$ cat config.mk
export PLATFORM = sky130hd
export DESIGN_NAME = sha256_work_sequencer
export DESIGN_NICKNAME = d
export VERILOG_FILES = /design/src/rtl/sha256_work_sequencer_pkg.sv /design/src/rtl/sha256_tag_delay.sv /design/src/rtl/sha256_work_sequencer.sv
export SDC_FILE = /design/constraint.sdc
export NUM_CORES = 2
export LEC_CHECK = 0
export CORE_AREA = 2 2 583 585
export CTS_CLUSTER_SIZE = 8
export DETAILED_ROUTE_END_ITERATION = 12
export DIE_AREA = 0 0 585 587
export PLACE_DENSITY = 0.5
export SLEW_MARGIN = 20
export SYNTH_ARGS = -nofsm -noshare
export SYNTH_HDL_FRONTEND = slang
export SYNTH_SLANG_ARGS = --single-unit
$ cat constraint.sdc
create_clock -name clk -period 112.4 [get_ports clk]
set_clock_uncertainty 0.05 [all_clocks]
set_input_delay 22.48 -clock clk [delete_from_list [all_inputs] [get_ports clk]]
set_output_delay 22.48 -clock clk [all_outputs]
set_load 0.03 [all_outputs]
$ cat src/rtl/sha256_work_sequencer_pkg.sv
// ============================================================================
// Module      : sha256_work_sequencer_pkg
// Description : Shared types and constants for the SHA-256 work sequencer.
// Revision    : 1.0 - initial release
// ============================================================================
`default_nettype none

package sha256_work_sequencer_pkg;

   typedef enum logic [1:0] {
      ST_IDLE  = 2'd0,
      ST_RUN   = 2'd1,
      ST_DRAIN = 2'd2
   } state_t;

   localparam int c_word_w    = 32;
   localparam int c_state_w   = 256;
   localparam int c_block_w   = 512;
   localparam int c_data_w    = 96;

   localparam int c_word_nonce = 3;
   localparam int c_word_pad   = 4;
   localparam int c_word_len   = 15;

   localparam logic [31:0] c_pad_word = 32'h80000000;
   localparam logic [31:0] c_len_word = 32'd640;

   // Second block of an 80-byte header: 3 data words, nonce, then padding.
   function automatic logic [c_block_w-1:0] build_block(
      input logic [c_data_w-1:0] data,
      input logic [c_word_w-1:0] nonce
   );
      logic [c_block_w-1:0] blk;
      blk                              = '0;
      blk[c_data_w-1:0]                = data;
      blk[c_word_nonce*c_word_w +: 32] = nonce;
      blk[c_word_pad*c_word_w +: 32]   = c_pad_word;
      blk[c_word_len*c_word_w +: 32]   = c_len_word;
      return blk;
   endfunction

endpackage

`default_nettype wire

$ cat src/rtl/sha256_tag_delay.sv
// ============================================================================
// Module      : sha256_tag_delay
// Description : Fixed-depth {valid, nonce} shift line aligned to hash latency.
// Revision    : 1.0 - initial release
// ============================================================================
`default_nettype none

module sha256_tag_delay
   import sha256_work_sequencer_pkg::*;
#(
   parameter int DEPTH   = 65,
   parameter int NONCE_W = c_word_w
) (
   input  logic               clk,
   input  logic               rst,
   input  logic               i_valid,
   input  logic [NONCE_W-1:0] i_nonce,
   output logic               o_valid,
   output logic [NONCE_W-1:0] o_nonce
);

   logic [DEPTH-1:0]   r_valid;
   logic [NONCE_W-1:0] r_nonce [DEPTH];

   always_ff @(posedge clk or posedge rst) begin
      if (rst) begin
         r_valid <= '0;
         for (int i = 0; i < DEPTH; i++) begin
            r_nonce[i] <= '0;
         end
      end else begin
         r_valid[0] <= i_valid;
         r_nonce[0] <= i_nonce;
         for (int i = 1; i < DEPTH; i++) begin
            r_valid[i] <= r_valid[i-1];
            r_nonce[i] <= r_nonce[i-1];
         end
      end
   end

   assign o_valid = r_valid[DEPTH-1];
   assign o_nonce = r_nonce[DEPTH-1];

endmodule

`default_nettype wire

$ cat src/rtl/sha256_work_sequencer.sv
// ============================================================================
// Module      : sha256_work_sequencer
// Description : Issues a nonce range to a looped SHA-256 transform and reports
//               nonces whose top hash word is zero.
// Revision    : 1.0 - initial release
// ============================================================================
`default_nettype none

module sha256_work_sequencer
   import sha256_work_sequencer_pkg::*;
#(
   parameter int LOOP         = 4,
   parameter int HASH_LATENCY = 65
) (
   input  logic                 clk,
   input  logic                 reset,
   input  logic                 work_valid,
   output logic                 work_ready,
   input  logic [c_state_w-1:0] work_midstate,
   input  logic [c_data_w-1:0]  work_data,
   input  logic [31:0]          nonce_start,
   input  logic [31:0]          nonce_end,
   output logic                 feedback,
   output logic [5:0]           cnt,
   output logic [c_state_w-1:0] rx_state,
   output logic [c_block_w-1:0] rx_input,
   input  logic [c_state_w-1:0] tx_hash,
   output logic                 golden_valid,
   output logic [31:0]          golden_nonce,
   output logic                 busy,
   output logic                 done
);

   localparam int         c_out_w    = $clog2(HASH_LATENCY + 2);
   localparam logic [5:0] c_cnt_last = 6'(LOOP - 1);

   state_t               r_state;
   state_t               w_state_next;
   logic [5:0]           r_cnt;
   logic [31:0]          r_nonce;
   logic [31:0]          r_nonce_end;
   logic [c_state_w-1:0] r_midstate;
   logic [c_data_w-1:0]  r_data;
   logic [c_out_w-1:0]   r_outstanding;
   logic                 r_golden_valid;
   logic [31:0]          r_golden_nonce;

   logic                 w_accept;
   logic                 w_issue;
   logic                 w_exit_valid;
   logic [31:0]          w_exit_nonce;
   logic                 w_hit;
   logic                 w_unused_hash;

   assign w_accept      = (r_state == ST_IDLE) && work_valid;
   assign w_hit         = w_exit_valid && (tx_hash[255:224] == 32'd0);
   assign w_unused_hash = ^tx_hash[223:0];

   always_ff @(posedge clk or posedge reset) begin
      if (reset) begin
         r_state <= ST_IDLE;
      end else begin
         r_state <= w_state_next;
      end
   end

   always_comb begin
      w_state_next = r_state;
      work_ready   = 1'b0;
      busy         = 1'b0;
      done         = 1'b0;
      feedback     = 1'b0;
      w_issue      = 1'b0;
      case (r_state)
         ST_IDLE: begin
            work_ready = 1'b1;
            if (work_valid) begin
               w_state_next = ST_RUN;
            end
         end
         ST_RUN: begin
            busy     = 1'b1;
            feedback = (r_cnt != 6'd0);
            w_issue  = (r_cnt == 6'd0);
            if (w_issue && (r_nonce == r_nonce_end)) begin
               w_state_next = ST_DRAIN;
            end
         end
         ST_DRAIN: begin
            busy     = 1'b1;
            feedback = (r_cnt != 6'd0);
            if (r_outstanding == '0) begin
               done         = 1'b1;
               w_state_next = ST_IDLE;
            end
         end
         default: begin
            w_state_next = ST_IDLE;
         end
      endcase
   end

   always_ff @(posedge clk or posedge reset) begin
      if (reset) begin
         r_cnt          <= 6'd0;
         r_nonce        <= 32'd0;
         r_nonce_end    <= 32'd0;
         r_midstate     <= '0;
         r_data         <= '0;
         r_outstanding  <= '0;
         r_golden_valid <= 1'b0;
         r_golden_nonce <= 32'd0;
      end else begin
         // Round counter parks at zero in IDLE so a new job starts on an issue.
         if ((r_state == ST_IDLE) || (w_state_next == ST_IDLE) || (r_cnt == c_cnt_last)) begin
            r_cnt <= 6'd0;
         end else begin
            r_cnt <= r_cnt + 6'd1;
         end

         if (w_accept) begin
            r_midstate  <= work_midstate;
            r_data      <= work_data;
            r_nonce     <= nonce_start;
            r_nonce_end <= nonce_end;
         end else if (w_issue) begin
            r_nonce <= r_nonce + 32'd1;
         end

         case ({w_issue, w_exit_valid})
            2'b10:   r_outstanding <= r_outstanding + c_out_w'(1);
            2'b01:   r_outstanding <= r_outstanding - c_out_w'(1);
            default: r_outstanding <= r_outstanding;
         endcase

         r_golden_valid <= w_hit;
         if (w_hit) begin
            r_golden_nonce <= w_exit_nonce;
         end
      end
   end

   sha256_tag_delay #(
      .DEPTH   (HASH_LATENCY),
      .NONCE_W (32)
   ) u_tag_delay (
      .clk     (clk),
      .rst     (reset),
      .i_valid (w_issue),
      .i_nonce (r_nonce),
      .o_valid (w_exit_valid),
      .o_nonce (w_exit_nonce)
   );

   assign cnt          = r_cnt;
   assign rx_state     = r_midstate;
   assign rx_input     = build_block(r_data, r_nonce);
   assign golden_valid = r_golden_valid;
   assign golden_nonce = r_golden_nonce;

endmodule

`default_nettype wire

==> impl_metrics.yaml <==
cts:
  cts_buffer_depth: 4
  clk_pin_slew_ps: 50
  cts_tree: "yes"
  cts-buffers-inserted: 370
  clock_latency_ps: 900
  cts_root_buffer: "clkbuf_16"
  cts_sinks: 2609
  holdBufCountCts: 0
  post_cts_buffers: 0
  cts_resized: 0
  h-tree-depth: 5
placed_design:
  hpwl_um: 139000
  place_congestion: 0.929
  place_area_um2: 88100
  dp_cells: 9161
  port_buffers: 877
synthesis:
  synth_ff_type: "dfrtp_1"
  synth.most_common_cell: "dfrtp_1"
  synth.area.top_cells: "dfrtp_1 (87%), mux2_2 (6.2%), buf_4 (3.9%), xor2_1 (0.64%), clkbuf_1 (0.24%)"
  yosys.area_share.simple_pct: 1.03
  avgSynthCellArea_um2: 19.9
  synthMuxAreaShare_pct: 6.26
  synth_top_area_share_pct: 87.0
  synth_xor_area_share_pct: 0.841
  synth-edff-count: 0
  yosys_warnings: 0
  synth_top_family_by_area: "multiplexers"
  seq_area_frac_synth_pct: 87.0
  synth.distinct_cells: 45
  synth_seq_cells: 2609
  synthTopCellsByCount: "dfrtp_1 (2,609), mux2_2 (414), buf_4 (385), xor2_1 (55)"
  syn_area_um2: 75000
  syn_inst: 3766
  synthAdderAreaFrac_pct: 0.244
  yosys.area.top_type: "dfrtp_1"
  synth_compound_area_share_pct: 0.380
  synthArstFlopShare_pct: 100
worst_setup_path:
  crit_path_max_fanout: 145
  startpoint_type: "input port"
  reg2reg_slack_ps: 108450
  slowest_stage: "buf_4"
  critical_path.endpoint_type: "async pin"
  arrival_ps: 27690
  cp.required_ps: 113180
  reg2regPathDepth: 7
  slowest_delay_ps: 840
  crit_end: "u_tag_delay.r_nonce[171]"
  r2r-end: "rx_state[55]"
  r2r_start: "r_state[0]"
  crit_start: "reset"
  crit_top_cell: "buf_4"
  criticalPathCategory: "in2async"
  cp_cell_sequence: "clkdlybuf4s50_1 > inv_8 > buf_4 > buf_4 > buf_4 > buf_12 > buf_16 > buf_4"
global_route:
  antenna_found_initial: 126
  gr-total-overflow: 0
  grt_pass1_vias: 35245
  grt_start_max_net_pins: 213
  grt_usage_pct: 11.2
  grt_pass1_wl_um: 269000
pwr:
  p_leak_nw: 42.8
  ir_worst_vdd_mv: 0.0185
  p_per_area_nw_per_um2: 29.7
route:
  drt_iter0_drc: 1564
  dr_wl_met3_um: 31400
  firstDrtPassIters: 4
  drc: 0
  via_count: 32433
  wl_met1_um: 70800
  drt-wirelength-per-cell_um: 20.0
  maxUsedRoutingLayer: "met5"
  drt-vias-per-instance: 3.36
  ant_nets: 0
  wirelength_um: 194000
  route.met2.wl_um: 82400
floorplan:
  fp.coreArea_um2: 338000
  pin_count: 1486
  die_w_um: 585
  fp.dieH_um: 587
  fp.dieArea_um2: 343000
  start_util_pct: 22.2
  rows: 214
sta:
  setup_viol: 0
  finalCriticalPeriod_ps: 26910
  post-route-period-util_pct: 23.9
  slew_viol_final: 0
  fmax_mhz: 37.2
  finalHoldViolCount: 0
  slew_headroom_pct: 19.3
  setup_tns_ps: 0
  worstMarginPinSlew_ps: 1210
  rsz0062_at_grt: "false"
final_layout:
  nets: 5689
  area_growth_pct: 31.3
  drive_above_1_share_pct: 17.7
  finalNonFillerCells: 9664
  fin_area_um2: 98500
flow_run:
  maxCapViolCount: 0
status:
  status: "finished, final reports clean"
min_path:
  hold_path.class: "reg2reg"
-- where the power goes --
group          internal [mW]  switching, mW  leakage, nW  total, mW
logic                  0.211          0.370         7.42      0.581
clock network          0.593          0.381         4.91      0.974
registers               1.26          0.117         30.5       1.37
total                   2.06          0.868         42.8       2.93
-- area by class of cell --
class | instances | area [um^2]
Fill cell | 33508 | 239000
Sequential cell | 2609 | 65300
Clock buffer | 394 | 9440
Timing Repair Buffer | 920 | 9150
Multi-Input combinational cell | 1085 | 8020
Tap cell | 4536 | 5680
Clock inverter | 31 | 641
Antenna cell | 75 | 188
Inverter | 14 | 60.1
-- flip-flops by register name, summed over array words and instances (netlist names), 32 cells and up --
register / flops
golden_nonce: 32
r_data: 96
r_nonce: 32
r_nonce_end: 32
rx_state: 256
u_tag_delay.o_nonce: 32
u_tag_delay.r_nonce: 2048
u_tag_delay.r_valid: 65
-- stage by stage --
step | setup slack [ps] | power, mW | hold WS [ps] | utilization, %
2_1_floorplan | 16120 | 1.69 | 281 | -
3_3_place_gp | 84350 | 1.97 | 281 | 26.1
3_5_place_dp | 84110 | 1.98 | 285 | 26.1
4_1_cts | 85070 | 2.99 | 203 | 29.1
5_1_grt | 84590 | 3.09 | 224 | 29.1
6_report | 85490 | 2.93 | 209 | 29.1
-- logic make-up (layout without fill, tap and decap cells) --
group,after synthesis,after routing
DFF,2609,2609
buffers and inverters,454,1359
muxes,417,417
and+or+nand+nor,147,147
xor gates and xnor gates,72,72
AOI/OAI and AO/OA,51,51
adders and majority gates,14,14
other,2,459
-- metal layers --
layer / global-route usage (%) / vias up
li1: - / 13836
met1: 12.3 / 16765
met2: 15.8 / 1286
met3: 8.39 / 480
met4: 5.09 / 66
met5: 1.02 / -
-- cells in the final DEF (no fill, tap or decap), types with 9 or more instances in the layout --
cell type / count
nand2_1: 25
clkdlybuf4s50_1: 857
xor2_1: 55
conb_1: 384
clkbuf_1: 17
a21oi_1: 34
xnor2_1: 17
clkbuf_16: 372
nor4_1: 17
clkinv_16: 11
nand3_1: 13
mux2_2: 414
buf_4: 42
nand4_1: 10
diode_2: 75
ha_1: 13
buf_2: 9
nor2_1: 47
dfrtp_1: 2609
inv_1: 13
-- worst min-delay path by stage --
stage	startpoint	end	slack, ps	cells past startpoint
after floorplan	u_tag_delay.r_nonce[32]	u_tag_delay.o_nonce[0]	280	0
final	u_tag_delay.r_nonce[149]	u_tag_delay.r_nonce[117]	210	0
after global placement	u_tag_delay.r_nonce[1544]	u_tag_delay.r_nonce[1512]	280	0
after detailed placement	u_tag_delay.r_nonce[48]	u_tag_delay.o_nonce[16]	280	0
after global routing	u_tag_delay.r_nonce[149]	u_tag_delay.r_nonce[117]	220	0
after CTS	u_tag_delay.r_nonce[347]	u_tag_delay.r_nonce[315]	200	0
-- critical path: cells and delay by family --
family                 cells  cell delay [ps]
buffers and inverters      8             4940
Note: power is estimated with default switching activity, not from simulation.
